$ cat config.mk
export PLATFORM = sky130hd
export DESIGN_NAME = vending_machine_change_flat
export DESIGN_NICKNAME = d
export VERILOG_FILES = /design/src/rtl/vending_machine_change_if.sv /design/src/rtl/vending_machine_change.sv /design/src/flat_wrapper.sv
export SDC_FILE = /design/constraint.sdc
export NUM_CORES = 1
export LEC_CHECK = 0
export ABC_CLOCK_PERIOD_IN_PS = 7600
export CAP_MARGIN = 30
export CORE_ASPECT_RATIO = 1.4
export CORE_UTILIZATION = 25
export DETAILED_ROUTE_END_ITERATION = 8
export PLACE_DENSITY = 0.48
export REMOVE_ABC_BUFFERS = 1
export SYNTH_ARGS = -nofsm -noshare
export SYNTH_HDL_FRONTEND = slang
export SYNTH_SLANG_ARGS = --single-unit
$ cat constraint.sdc
create_clock -name clk -period 7.6 [get_ports clk]
set_clock_uncertainty 0.1 [all_clocks]
set_input_delay 2.28 -clock clk [delete_from_list [all_inputs] [get_ports clk]]
set_output_delay 2.28 -clock clk [all_outputs]
set_load 0.005 [all_outputs]
$ cat src/rtl/vending_machine_change_if.sv
// Coin-acceptor / dispenser bundle for the vending controller.
// master = acceptor and driver side, slave = controller.
interface vending_machine_change_if #(
  parameter int CW = 5
);
  logic [1:0]    coin;
  logic          cancel;
  logic          nw_pa;
  logic          busy;
  logic          coin_rej;
  logic          chg_dime;
  logic          chg_nickel;
  logic [CW-1:0] credit;

  modport master (
    output coin, cancel,
    input  nw_pa, busy, coin_rej, chg_dime, chg_nickel, credit
  );

  modport slave (
    input  coin, cancel,
    output nw_pa, busy, coin_rej, chg_dime, chg_nickel, credit
  );
endinterface

$ cat src/rtl/vending_machine_change.sv
// Coin vending controller: credit accumulation, one-cycle vend, greedy dime/nickel payout.
// Latency: vend on the edge that reaches PRICE; outputs decode registered state only.
module vending_machine_change #(
  parameter int PRICE      = 3,
  parameter int MAX_CREDIT = 20,
  parameter int CW         = 5
) (
  input  logic                      clk,
  input  logic                      rst,
  vending_machine_change_if.slave   vm
);

  typedef enum logic [1:0] {
    IDLE   = 2'd0,
    VEND   = 2'd1,
    PAYOUT = 2'd2
  } state_t;

  localparam logic [CW-1:0] PRICE_C = CW'(PRICE);
  localparam logic [CW:0]   MAX_C   = (CW+1)'(MAX_CREDIT);

  state_t        state_q;
  logic [CW-1:0] credit_q;
  logic          coin_rej_q;

  logic [CW:0]   coin_val;
  logic [CW:0]   sum;
  logic          coin_nz;

  always_comb begin
    coin_val = '0;
    case (vm.coin)
      2'b01:   coin_val = (CW+1)'(1);
      2'b10:   coin_val = (CW+1)'(2);
      2'b11:   coin_val = (CW+1)'(5);
      default: coin_val = '0;
    endcase
  end

  assign sum     = {1'b0, credit_q} + coin_val;
  assign coin_nz = |vm.coin;

  always_ff @(posedge clk or negedge rst) begin
    if (!rst) begin
      state_q    <= IDLE;
      credit_q   <= '0;
      coin_rej_q <= 1'b0;
    end else begin
      coin_rej_q <= 1'b0;
      case (state_q)
        IDLE: begin
          if (vm.cancel) begin
            // cancel beats a coin presented in the same cycle
            coin_rej_q <= coin_nz;
            if (credit_q != '0) state_q <= PAYOUT;
          end else if (coin_nz) begin
            if (sum > MAX_C) begin
              coin_rej_q <= 1'b1;
            end else begin
              credit_q <= sum[CW-1:0];
              if (sum >= {1'b0, PRICE_C}) state_q <= VEND;
            end
          end
        end
        VEND: begin
          coin_rej_q <= coin_nz;
          credit_q   <= credit_q - PRICE_C;
          state_q    <= (credit_q > PRICE_C) ? PAYOUT : IDLE;
        end
        PAYOUT: begin
          coin_rej_q <= coin_nz;
          // one idle-credit cycle in PAYOUT before returning to IDLE
          if (credit_q == '0)
            state_q <= IDLE;
          else if (credit_q >= CW'(2))
            credit_q <= credit_q - CW'(2);
          else
            credit_q <= credit_q - CW'(1);
        end
        default: state_q <= IDLE;
      endcase
    end
  end

  assign vm.nw_pa      = (state_q == VEND);
  assign vm.busy       = (state_q != IDLE);
  assign vm.coin_rej   = coin_rej_q;
  assign vm.chg_dime   = (state_q == PAYOUT) && (credit_q >= CW'(2));
  assign vm.chg_nickel = (state_q == PAYOUT) && (credit_q == CW'(1));
  assign vm.credit     = credit_q;

endmodule

$ cat src/flat_wrapper.sv
// flat-port wrapper written by rule: the top's interface ports become plain ports
module vending_machine_change_flat 
#(
  parameter int PRICE      = 3,
  parameter int MAX_CREDIT = 20,
  parameter int CW         = 5
)
  (clk, rst, vm_coin, vm_cancel, vm_nw_pa, vm_busy, vm_coin_rej, vm_chg_dime, vm_chg_nickel, vm_credit);
  vending_machine_change_if #(.CW(CW)) vm_i ();
  input  logic clk;
  input  logic rst;
  input wire logic [$bits(vm_i.coin)-1:0] vm_coin;
  input wire logic [$bits(vm_i.cancel)-1:0] vm_cancel;
  output wire logic [$bits(vm_i.nw_pa)-1:0] vm_nw_pa;
  output wire logic [$bits(vm_i.busy)-1:0] vm_busy;
  output wire logic [$bits(vm_i.coin_rej)-1:0] vm_coin_rej;
  output wire logic [$bits(vm_i.chg_dime)-1:0] vm_chg_dime;
  output wire logic [$bits(vm_i.chg_nickel)-1:0] vm_chg_nickel;
  output wire logic [$bits(vm_i.credit)-1:0] vm_credit;
  assign vm_i.coin = vm_coin;
  assign vm_i.cancel = vm_cancel;
  assign vm_nw_pa = vm_i.nw_pa;
  assign vm_busy = vm_i.busy;
  assign vm_coin_rej = vm_i.coin_rej;
  assign vm_chg_dime = vm_i.chg_dime;
  assign vm_chg_nickel = vm_i.chg_nickel;
  assign vm_credit = vm_i.credit;
  vending_machine_change #(.PRICE(PRICE), .MAX_CREDIT(MAX_CREDIT), .CW(CW)) u_core (.clk(clk), .rst(rst), .vm(vm_i));
endmodule
# --- Yosys cells after proc, flatten, opt, wreduce, memory -nomap -nowiden ---
# Cells that the tools add are included.
classes:
  addsub: 4
  order_cmp: 4
  n_eq_ne: 15
  n_mux: 19
  reduce_logical: 11
op_table:
  columns: ["op", "count"]
  rows:
  - ["$mux 5", 5]
  - ["$pmux 5 s3", 1]
  - ["$mux 2", 7]
  - ["$reduce_and 5->1", 2]
  - ["$sub 5x2->5 const B", 2]
  - ["$ne 3x2->1 const B", 3]
  - ["$pmux 3 s3", 1]
  - ["$add 5x3->6", 1]
  - ["$eq 2x2->1 const B", 3]
  - ["$ge 6x2->1 const B", 1]
  - ["$gt 6x5->1 const B", 1]
  - ["$ne 2x2->1 const B", 3]
  - ["$pmux 2 s3", 1]
  - ["$eq 5x1->1 const B", 1]
  - ["$ge 5x2->1 const B", 1]
  - ["$gt 5x2->1 const B", 1]
  - ["$logic_not 5->1", 1]
  - ["$reduce_bool 5->1", 1]
  - ["$sub 5x1->5 const B", 1]
  - ["$eq 2x1->1 const B", 2]
  - ["$ne 2x1->1 const B", 2]
  - ["$reduce_or 2->1", 2]
  - ["$mux 1", 3]
  - ["$ne 3x3->1 const B", 1]
  - ["other kinds (5)", 6]
totals:
  regBits: 8
  inputBits: 5
  word_cells: 56

# --- Depth between registers and ports, before layout ---
logic_depth:
  word_depth: 9
  depth_mapped: 9
  depth_no_buf: 8

# --- Worst setup path before layout ---
# No wires, ideal clock.
synth_timing:
  path_type: "in2reg"
  startpoint: "input vm_coin[0]"
  endpoint: "register u_core.credit_q[1], in the netlist u_core.vm.credit[1]"
  setup_time_ns: 0.125
  arrival_time_ns: 4.166
  setup_slack_ns: 3.208
  stages: 8
  path_cell_list: "ha_1 -> fa_1 -> xnor2_2 -> nor2_2 -> o32ai_4 -> o22ai_2 -> a21boi_2 -> mux2_4"
synth_between:
  elab_chain_len: 7
  elab_cells_between_ends: 14
synth_lines:
  columns: ["item", "line", "source"]
  rows:
  - ["start: declaration", "flat_wrapper.sv:12", "input wire logic [$bits(vm_i.coin)-1:0] vm_coin;"]
  - ["parallel branches: the longest is 7 deep, another holds $add 5x3->6", null, null]
  - ["end signal: assignment", "vending_machine_change.sv:60", "credit_q <= sum[CW-1:0];"]
  - ["end signal: assignment", "vending_machine_change.sv:67", "credit_q <= credit_q - PRICE_C;"]
  - ["end signal: assignment", "vending_machine_change.sv:76", "credit_q <= credit_q - CW'(2);"]
  - ["end: declaration", "vending_machine_change.sv:23", "logic [CW-1:0] credit_q;"]
# Parallel ways; which one is timed is not known. The select of a mux whose other input is x is not followed.
# A chain may end at the register's enable or synchronous reset.

# --- Worst setup path in the final report ---
# Ends and elaborated chain as after synthesis.

==> impl_metrics.toml <==
[run_status]
status = "complete, no violations"

[synthesis]
yosys.area.top_type = "dfrtp_1"
ys_seq_area_frac = 0.177
syn_avg_cell_area_um2 = 8.78
synth_cells = 129
synthArstFlopShare = 1.00
synth.top_cells.by_area = "dfrtp_1 (18%), ha_1 (17%), mux2i_1 (5.3%)"
netlist_area_mm2 = 0.00113
synthFlopType = "dfrtp_1"
synth-edff-count = 0
synth_top_area_frac = 0.177
ys_ff_latch = 8
synth_warnings = 0
synth.distinct_cells = 47

[route]
routed_via_density = 5.01
top_layer_used = "met4"
firstDrtPassIters = 4
ant_nets = 0
post_drt_wl_per_cell_um = 14.8
vias = 1002
wl_met2_um = 1590
drtIter0Drc = 33
drt-total-wl_um = 2950
remaining_drc_errors = 0
dr_wl_met3_um = 35
wl_met1_um = 1240

[sta]
fin_crit_sh = 0.642
relSlewSlack = 0.580
setup_viol = 0
rsz0062_at_grt = "false"
finalHoldViolCount = 0
tightest_slew_ns = 0.630
worst_slack_ns = 2.72
slew_violations = 0
layout_min_cycle_time_ns = 4.88
tns_ns = 0
max_freq_mhz = 205

[clocking]
cts_tree = "built"
cts.sinks = 8
post-cts-setup-buffers = 0
clock_path_buffers = 2
clockRootBuffer = "clkbuf_8"
holdBufCountCts = 0
htreeDepth = 1
clkTransAtPathRegs_ns = 0.04
ctsResizeCount = 0
cts_buffers = 3
worstSkewPairLatency_ns = 0.22

[power]
total_power_uw = 655
peakVddDrop_mv = 0.109
p_leak_nw = 0.568
power_density_mw_per_mm2 = 496

[finish]
fin_util = 0.309
final_cells = 200
syn_to_final_growth_pct = 16.7
antenna-diode-count = 0
nNetsFinal = 163
drive_gt1_frac = 0.107

[critical_path]
cp-start-kind = "input pin"
path_delay_family = "adder cells"
path_buf_inv = 1
slowest_stage = "clkdlybuf4s50_1"
crit_required_ns = 7.60
worstPathCellList = "clkdlybuf4s50_1, ha_1, fa_1, xnor2_2, nor2_2, o32ai_4, o22ai_2, a21boi_2, mux2_4"
cp_max_fo = 5
crit_type = "input pin to flip-flop"
arrival_ns = 4.88
slowest_delay_ns = 0.49
crit_path_end_kind = "flip-flop"

[grt]
grt_pass1_wl_um = 5050
grt_usage = 0.135
antenna_found_initial = 0
grt_max_degree = 16
overflow = 0
grt_pass1_vias = 1017

[floorplanning]
fp.coreArea_mm2 = 0.00427
boundaryPins = 15
dieArea_mm2 = 0.00481
die_width_um = 58.9
start_util = 0.265
die_h_um = 81.6
num_rows = 28

[min_path]
hp-class = "flip-flop to flip-flop"

[place]
hpwl_um = 2350
io_buffers = 14
pre_cts_ws_ns = 2.50
place_inst = 197
gp_congestion = 0.801

[run]
drv_cap = 0
worst min-delay path: cells and delay by family (launching register included):
kind                   cells  cell delay (ns)
buffers and inverters      1             0.12
flip-flops                 1             0.41
AO/OA/AOI/OAI              1             0.07
flip-flops by register name (all words and copies together) (netlist names):
name	flops
u_core.state_q	2
u_core.vm.coin_rej	1
u_core.vm.credit	5
synth_stat cells, types with 2 or more instances:
master      n
a2bb2oi_1   3
nand4_1     5
nand2b_1    2
inv_1       9
a21oi_1    10
a31oi_1     2
nor2_1      6
o21ai_0    10
nand3_1     5
a22oi_1     2
clkbuf_8    4
dfrtp_1     8
xnor2_1     2
and2_1      2
o311ai_0    2
nand2_1     6
nor3_1      2
ha_1       15
mux2i_1     6
report_power, final:
part	switching, mW	internal (mW)	total [mW]	leakage [nW]
clock	0.0139	0.0341	0.0479	0.0216
sequential	0.0627	0.0657	0.128	0.0972
combinational	0.248	0.231	0.479	0.449
metrics by stage:
stage	hold slack [ns]	area [um2]
global route	0.578	1320
global placement	0.527	1280
finish	0.542	1320
CTS	0.549	1320
floorplan	0.478	1060
detailed placement	0.547	1280
layout by cell type (no fill, tap or decap), drive strengths merged, types with 3 or more instances in the layout:
master and count:
dfrtp 8, inv 9, clkdlybuf4s50 14, nor2 7, nor3 3, a21oi 11, ha 15, mux2i 6
a2bb2oi 3, and2 3, xnor2 3, clkbuf 3, nand3 5, o21ai 11, nand4 5, nand2 6
layer usage:
metal  GRT usage  vias to the layer above
met5           0                        -
met4      0.0524                        0
met3      0.0142                        6
met2       0.245                       15
met1       0.160                      484
li1            -                      497
cell type report:
| cell class | count | area, um2 |
|---|---|---|
| clock buffer | 3 | 41.3 |
| fill | 473 | 2950 |
| inverter | 9 | 33.8 |
| multi-input combinational | 106 | 831 |
| sequential | 8 | 200 |
| tap | 60 | 75.1 |
| timing repair buffer | 14 | 140 |
path summary, 6_finish.rpt:
path,startpoint,end,slack [ns],cells after the start
setup / recovery,vm_coin[0],u_core.vm.credit[1],2.72,9
min in group asynchronous,rst,u_core.vm.credit[1],2.25,1
max in group asynchronous,rst,u_core.vm.coin_rej,4.89,1
setup reg to reg,u_core.vm.credit[0],u_core.vm.credit[1],4.72,8
hold reg to reg,u_core.state_q[0],u_core.state_q[0],0.54,2
hold / removal,u_core.state_q[0],u_core.state_q[0],0.54,2
kinds of logic after synthesis:
group                      after synthesis  synth area share
muxes                                    8            0.0762
DFF                                      8             0.177
and+or+nand+nor                         35             0.165
buffers and inverters                   15            0.0895
adders and majority gates               16             0.183
xor gates and xnor gates                 4            0.0376
AOI/OAI and AO/OA                       43             0.272
No activity file was read; power rests on OpenSTA's default activity.
==> patch 1: new RTL, same settings <==
Encoding of `state_t`: now one-hot (3 bits for 3 states).
--- a/src/rtl/vending_machine_change.sv
+++ b/src/rtl/vending_machine_change.sv
@@ -11,8 +11,8 @@
 );
 
-  typedef enum logic [1:0] {
-    IDLE   = 2'd0,
-    VEND   = 2'd1,
-    PAYOUT = 2'd2
+  typedef enum logic [2:0] {
+    IDLE   = 3'b001,
+    VEND   = 3'b010,
+    PAYOUT = 3'b100
   } state_t;
 
Formal check against the unedited RTL: no difference found for any inputs over 10 cycles, from zero or initial values and one cycle with rst low; not proved beyond that.
==> patch 1 against the unedited design <==
  * Routed wire length shrank 3.6%
  * Critical path depth down 3
  * Global-route usage fell by 0.20 points
  * Core utilization increased by 0.80 points
  * Die area is 5.3% lower
  * Non-clock buffer count unchanged
  * Setup slack improved by 90 ps
  * Via count fell by 3.2%
  * Design area shrank 3.5%
  * Power is 15% lower
  * Sequential cell count grew 1
  * Area after synthesis shrank 5.4%
  * Critical endpoint is now vm_chg_dime
  * Largest cell class unchanged
  * Largest power group unchanged
==> patch 1: results <==
set metrics [dict create \
    finalWeightedCongestion 0.755 \
    pg_clk_w 0.0000565 \
    critPathCapture "vm_chg_dime" \
    drive_gt1_share_pct 11.7 \
    synth_compound_area_share_pct 33.2 \
    comb_power_w 0.000384 \
    wl_met1_um 1200 \
    routed-wl-met3_um 77 \
    irDropWorstVdd_mv 0.173 \
    layout.nets 155 \
    grt_pass1_vias 970 \
    wl_met2_um 1560 \
    r2r_slack_ps 4840 \
    slowest_stage "a2111oi_4" \
    place_area_um2 1230 \
    regArea_um2 226 \
    grt_use_met2_pct 25.6 \
    grt_max_degree 12 \
    cp_top_family "buffers and inverters" \
    crit_path_max_fanout 9 \
    worstSkewPairLatency_ps 230 \
    grt_pass1_wl_um 4700 \
    power.switching_w 0.000273 \
    outcome "finished, final reports clean" \
    clkPwrFrac_pct 10.1 \
    synth-seq-cells 9 \
    clkCellAreaFrac_pct 3.53 \
    grt_use_total_pct 13.3 \
    place_inst 176 \
    drt_wl_total_um 2850 \
    syn_inst 124 \
    cts_max_level 1 \
    timing.rr.start "u_core.vm.credit[0]" \
    place_ws_ps 2570 \
    synth_mux_area_share_pct 1.87 \
    hpwl_um 2270 \
    multi_input_cells 100 \
    fillerInstances 414 \
    grt_use_met1_pct 15.0 \
    worstMarginPinSlew_ps 694 \
    synthDistinctLibCells 48 \
    power_leakage_nw 0.530 \
    synthAdderAreaFrac_pct 14.7 \
    layout_min_cycle_time_ps 4790 \
    via_per_inst 5.39 \
    timing.rr.end "u_core.state_q[0]" \
    buf_share_pct 11.0 \
    n_clock_buffer 4 \
    synth_common_cells "a21oi_1 (13), ha_1 (11), inv_1 (9), nor2_1 (9), dfrtp_1 (8)" \
    cpPeakStageDelay_ps 600 \
    area_delta_synth_final_pct 19.0 \
    synth_seq_area_share_pct 21.1 \
    dr.first_iter.drc_count 16 \
    synth_area_um2 1070 \
    gr-usage-met3_pct 1.30 \
    n_all_inverters 10 \
    wire_per_inst_um 15.8 \
    synth-xor-area-share_pct 4.09 \
    multi_input_area_share_pct 60.5 \
]
## patch 1: changes by cell type in the layout (fill, tap and decap cells not counted), moves of 3 or more
| cell | unedited run | this run |
|---|---|---|
| ha_1 | 15 | 11 |
| o21ai_0 | 10 | 6 |
| a21oi_1 | 10 | 13 |
| nand3_1 | 5 | 2 |
| o32ai_1 | 0 | 4 |
| nand4_1 | 5 | 1 |
| nor2_1 | 6 | 9 |
| mux2i_1 | 6 | 2 |
| o22a_1 | 0 | 4 |
| a2bb2oi_1 | 3 | 0 |
## patch 1: how the worst min path moves through the flow
stage                      start  slack (ps)  depth (start not counted)                end
6_report       u_core.state_q[1]         510                          1  u_core.state_q[1]
5_1_grt        u_core.state_q[1]         550                          1  u_core.state_q[1]
4_1_cts        u_core.state_q[1]         520                          1  u_core.state_q[1]
3_5_place_dp   u_core.state_q[1]         510                          1  u_core.state_q[1]
3_3_place_gp   u_core.state_q[1]         520                          1  u_core.state_q[1]
2_1_floorplan  u_core.state_q[1]         450                          1  u_core.state_q[1]
==> patch 2: new RTL, config.mk and constraints unchanged <==
Made on the original files. `CW` is set to 5 in 3 places; all go to 10.
--- a/src/rtl/vending_machine_change_if.sv
+++ b/src/rtl/vending_machine_change_if.sv
@@ -2,5 +2,5 @@
 // master = acceptor and driver side, slave = controller.
 interface vending_machine_change_if #(
-  parameter int CW = 5
+  parameter int CW = 10
 );
   logic [1:0]    coin;
--- a/src/rtl/vending_machine_change.sv
+++ b/src/rtl/vending_machine_change.sv
@@ -4,5 +4,5 @@
   parameter int PRICE      = 3,
   parameter int MAX_CREDIT = 20,
-  parameter int CW         = 5
+  parameter int CW         = 10
 ) (
   input  logic                      clk,
--- a/src/flat_wrapper.sv
+++ b/src/flat_wrapper.sv
@@ -4,5 +4,5 @@
   parameter int PRICE      = 3,
   parameter int MAX_CREDIT = 20,
-  parameter int CW         = 5
+  parameter int CW         = 10
 )
   (clk, rst, vm_coin, vm_cancel, vm_nw_pa, vm_busy, vm_coin_rej, vm_chg_dime, vm_chg_nickel, vm_credit);
Interface: changed (resized vm_credit); port bits go from 15 to 20. No check against the original RTL was run, so the function may have changed too.
==> patch 2 against the unedited design <==
  * Area after synthesis up 51%
  * Sequential cell count rose by 5
  * Design area grew 52%
  * Hold slack lost 57 ps
  * Global-route usage is 1.9 points higher
  * Power up 23%
  * Routed wire length increased by 82%
  * Die area grew 50%
  * Setup slack got worse by 410 ps
  * Critical endpoint is now u_core.state_q[1]
  * Largest cell class unchanged
  * Largest power group unchanged
  * Highest routed layer unchanged
==> patch 2: results <==
set metrics [dict create \
    dr.pass1.iters 4 \
    clk_pin_slew_ps 60 \
    outcome "finished, final reports clean" \
    synthDistinctLibCells 61 \
    dr_total_vias 1699 \
    grt_use_met1_pct 20.0 \
    grt_max_degree 20 \
    finalWeightedCongestion 0.791 \
    ys.flop_type "dfrtp_1" \
    timing.slew.headroom_pct 58.4 \
    synth_area_leaders "dfrtp_1 (19%), ha_1 (11%), a21oi_1 (5.3%)" \
    grt_pass1_wl_um 8650 \
    crit_path_max_fanout 11 \
    layout.nets 249 \
    irDropWorstVdd_mv 0.158 \
    grt_use_total_pct 15.5 \
    syn_inst 215 \
    grt_pass1_vias 1674 \
    min_path_cells 2 \
    worstPathArrival_ps 5320 \
    synthArstFlopShare_pct 100 \
    route.top_layer_used "met4" \
    largest_reg_flops 10 \
    ctsResizeCount 0 \
    root_buffer "clkbuf_8" \
    gr-usage-met3_pct 1.91 \
    grt_use_met2_pct 25.2 \
    via_per_inst 5.33 \
    cts_max_level 1 \
    drive_gt1_share_pct 9.25 \
    hpwl_um 4100 \
    synth-edff-count 0 \
    wl_met1_um 2330 \
    place_inst 315 \
    worst_r2r_path_depth 9 \
    worstSkewPairLatency_ps 240 \
    routed-wl-met3_um 223 \
    drt_wl_total_um 5370 \
    synth_warnings 0 \
    synth_seq_area_share_pct 19.0 \
    dr.first_iter.drc_count 70 \
    hp-class "reg2reg" \
    clk_path_buf_depth 2 \
    synth_common_cells "nor2_1 (23), nand2_1 (21), a21oi_1 (18)" \
    grt_antenna_before_repair 0 \
    port_buffers 19 \
    power_leakage_nw 0.753 \
    wl_met2_um 2640 \
    grt-ovfl-total 0 \
    postCtsSetupBuffers 0 \
    diodes 0 \
    cts_buffers 3 \
]
==> patch 2: report_power, final <==
| group | internal (W) | total, W | switching, W |
|---|---|---|---|
| Combinational | 0.000247 | 0.000554 | 0.000307 |
| Clock | 0.0000371 | 0.0000632 | 0.0000261 |
| Sequential | 0.0000994 | 0.000189 | 0.0000899 |
| Total | 0.000383 | 0.000807 | 0.000423 |
==> patch 2: cells by family after synthesis <==
logic type / synth area share, %
buf+inv: 5.47
compound gates: 31.2
fa+ha+maj: 12.1
simple gates: 24.7
xor+xnor: 3.07
flops: 19.0
mux: 4.45
==> patch 2: final timing paths <==
| check | start | to | slack (ps) |
|---|---|---|---|
| setup reg to reg | u_core.vm.credit[0] | u_core.state_q[1] | 4270 |
| max in group asynchronous | rst | u_core.vm.credit[4] | 4670 |
| hold reg to reg | u_core.state_q[0] | u_core.state_q[0] | 490 |
| min in group asynchronous | rst | u_core.vm.credit[9] | 2330 |
| hold / removal | u_core.state_q[0] | u_core.state_q[0] | 490 |
| setup / recovery | vm_coin[0] | u_core.state_q[1] | 2310 |
==> patch 2: area by class of cell <==
cell class                 instances  area [um2]
fill                             715        4600
tap                               92         115
inverter                          11        41.3
timing repair buffer              19         190
sequential                        13         325
clock buffer                       4        45.0
multi-input combinational        180        1290
==> patch 2: worst max-delay path, stage by stage <==
cell	delay [ps]
clkdlybuf4s50_1	470
ha_1	280
fa_1	460
xnor2_1	260
nor2_1	90
o21ai_0	150
a22oi_1	110
or3_4	490
a2111oi_2	340
mux2_2	380
==> patch 2: stage by stage <==
stage	setup slack, ps	utilization, %	hold slack (ps)
finish	2310	30.4	486
detailed placement	2060	29.7	476
global route	2120	30.4	521
floorplan	2750	-	426
CTS	2310	30.4	496
global placement	2100	29.7	476
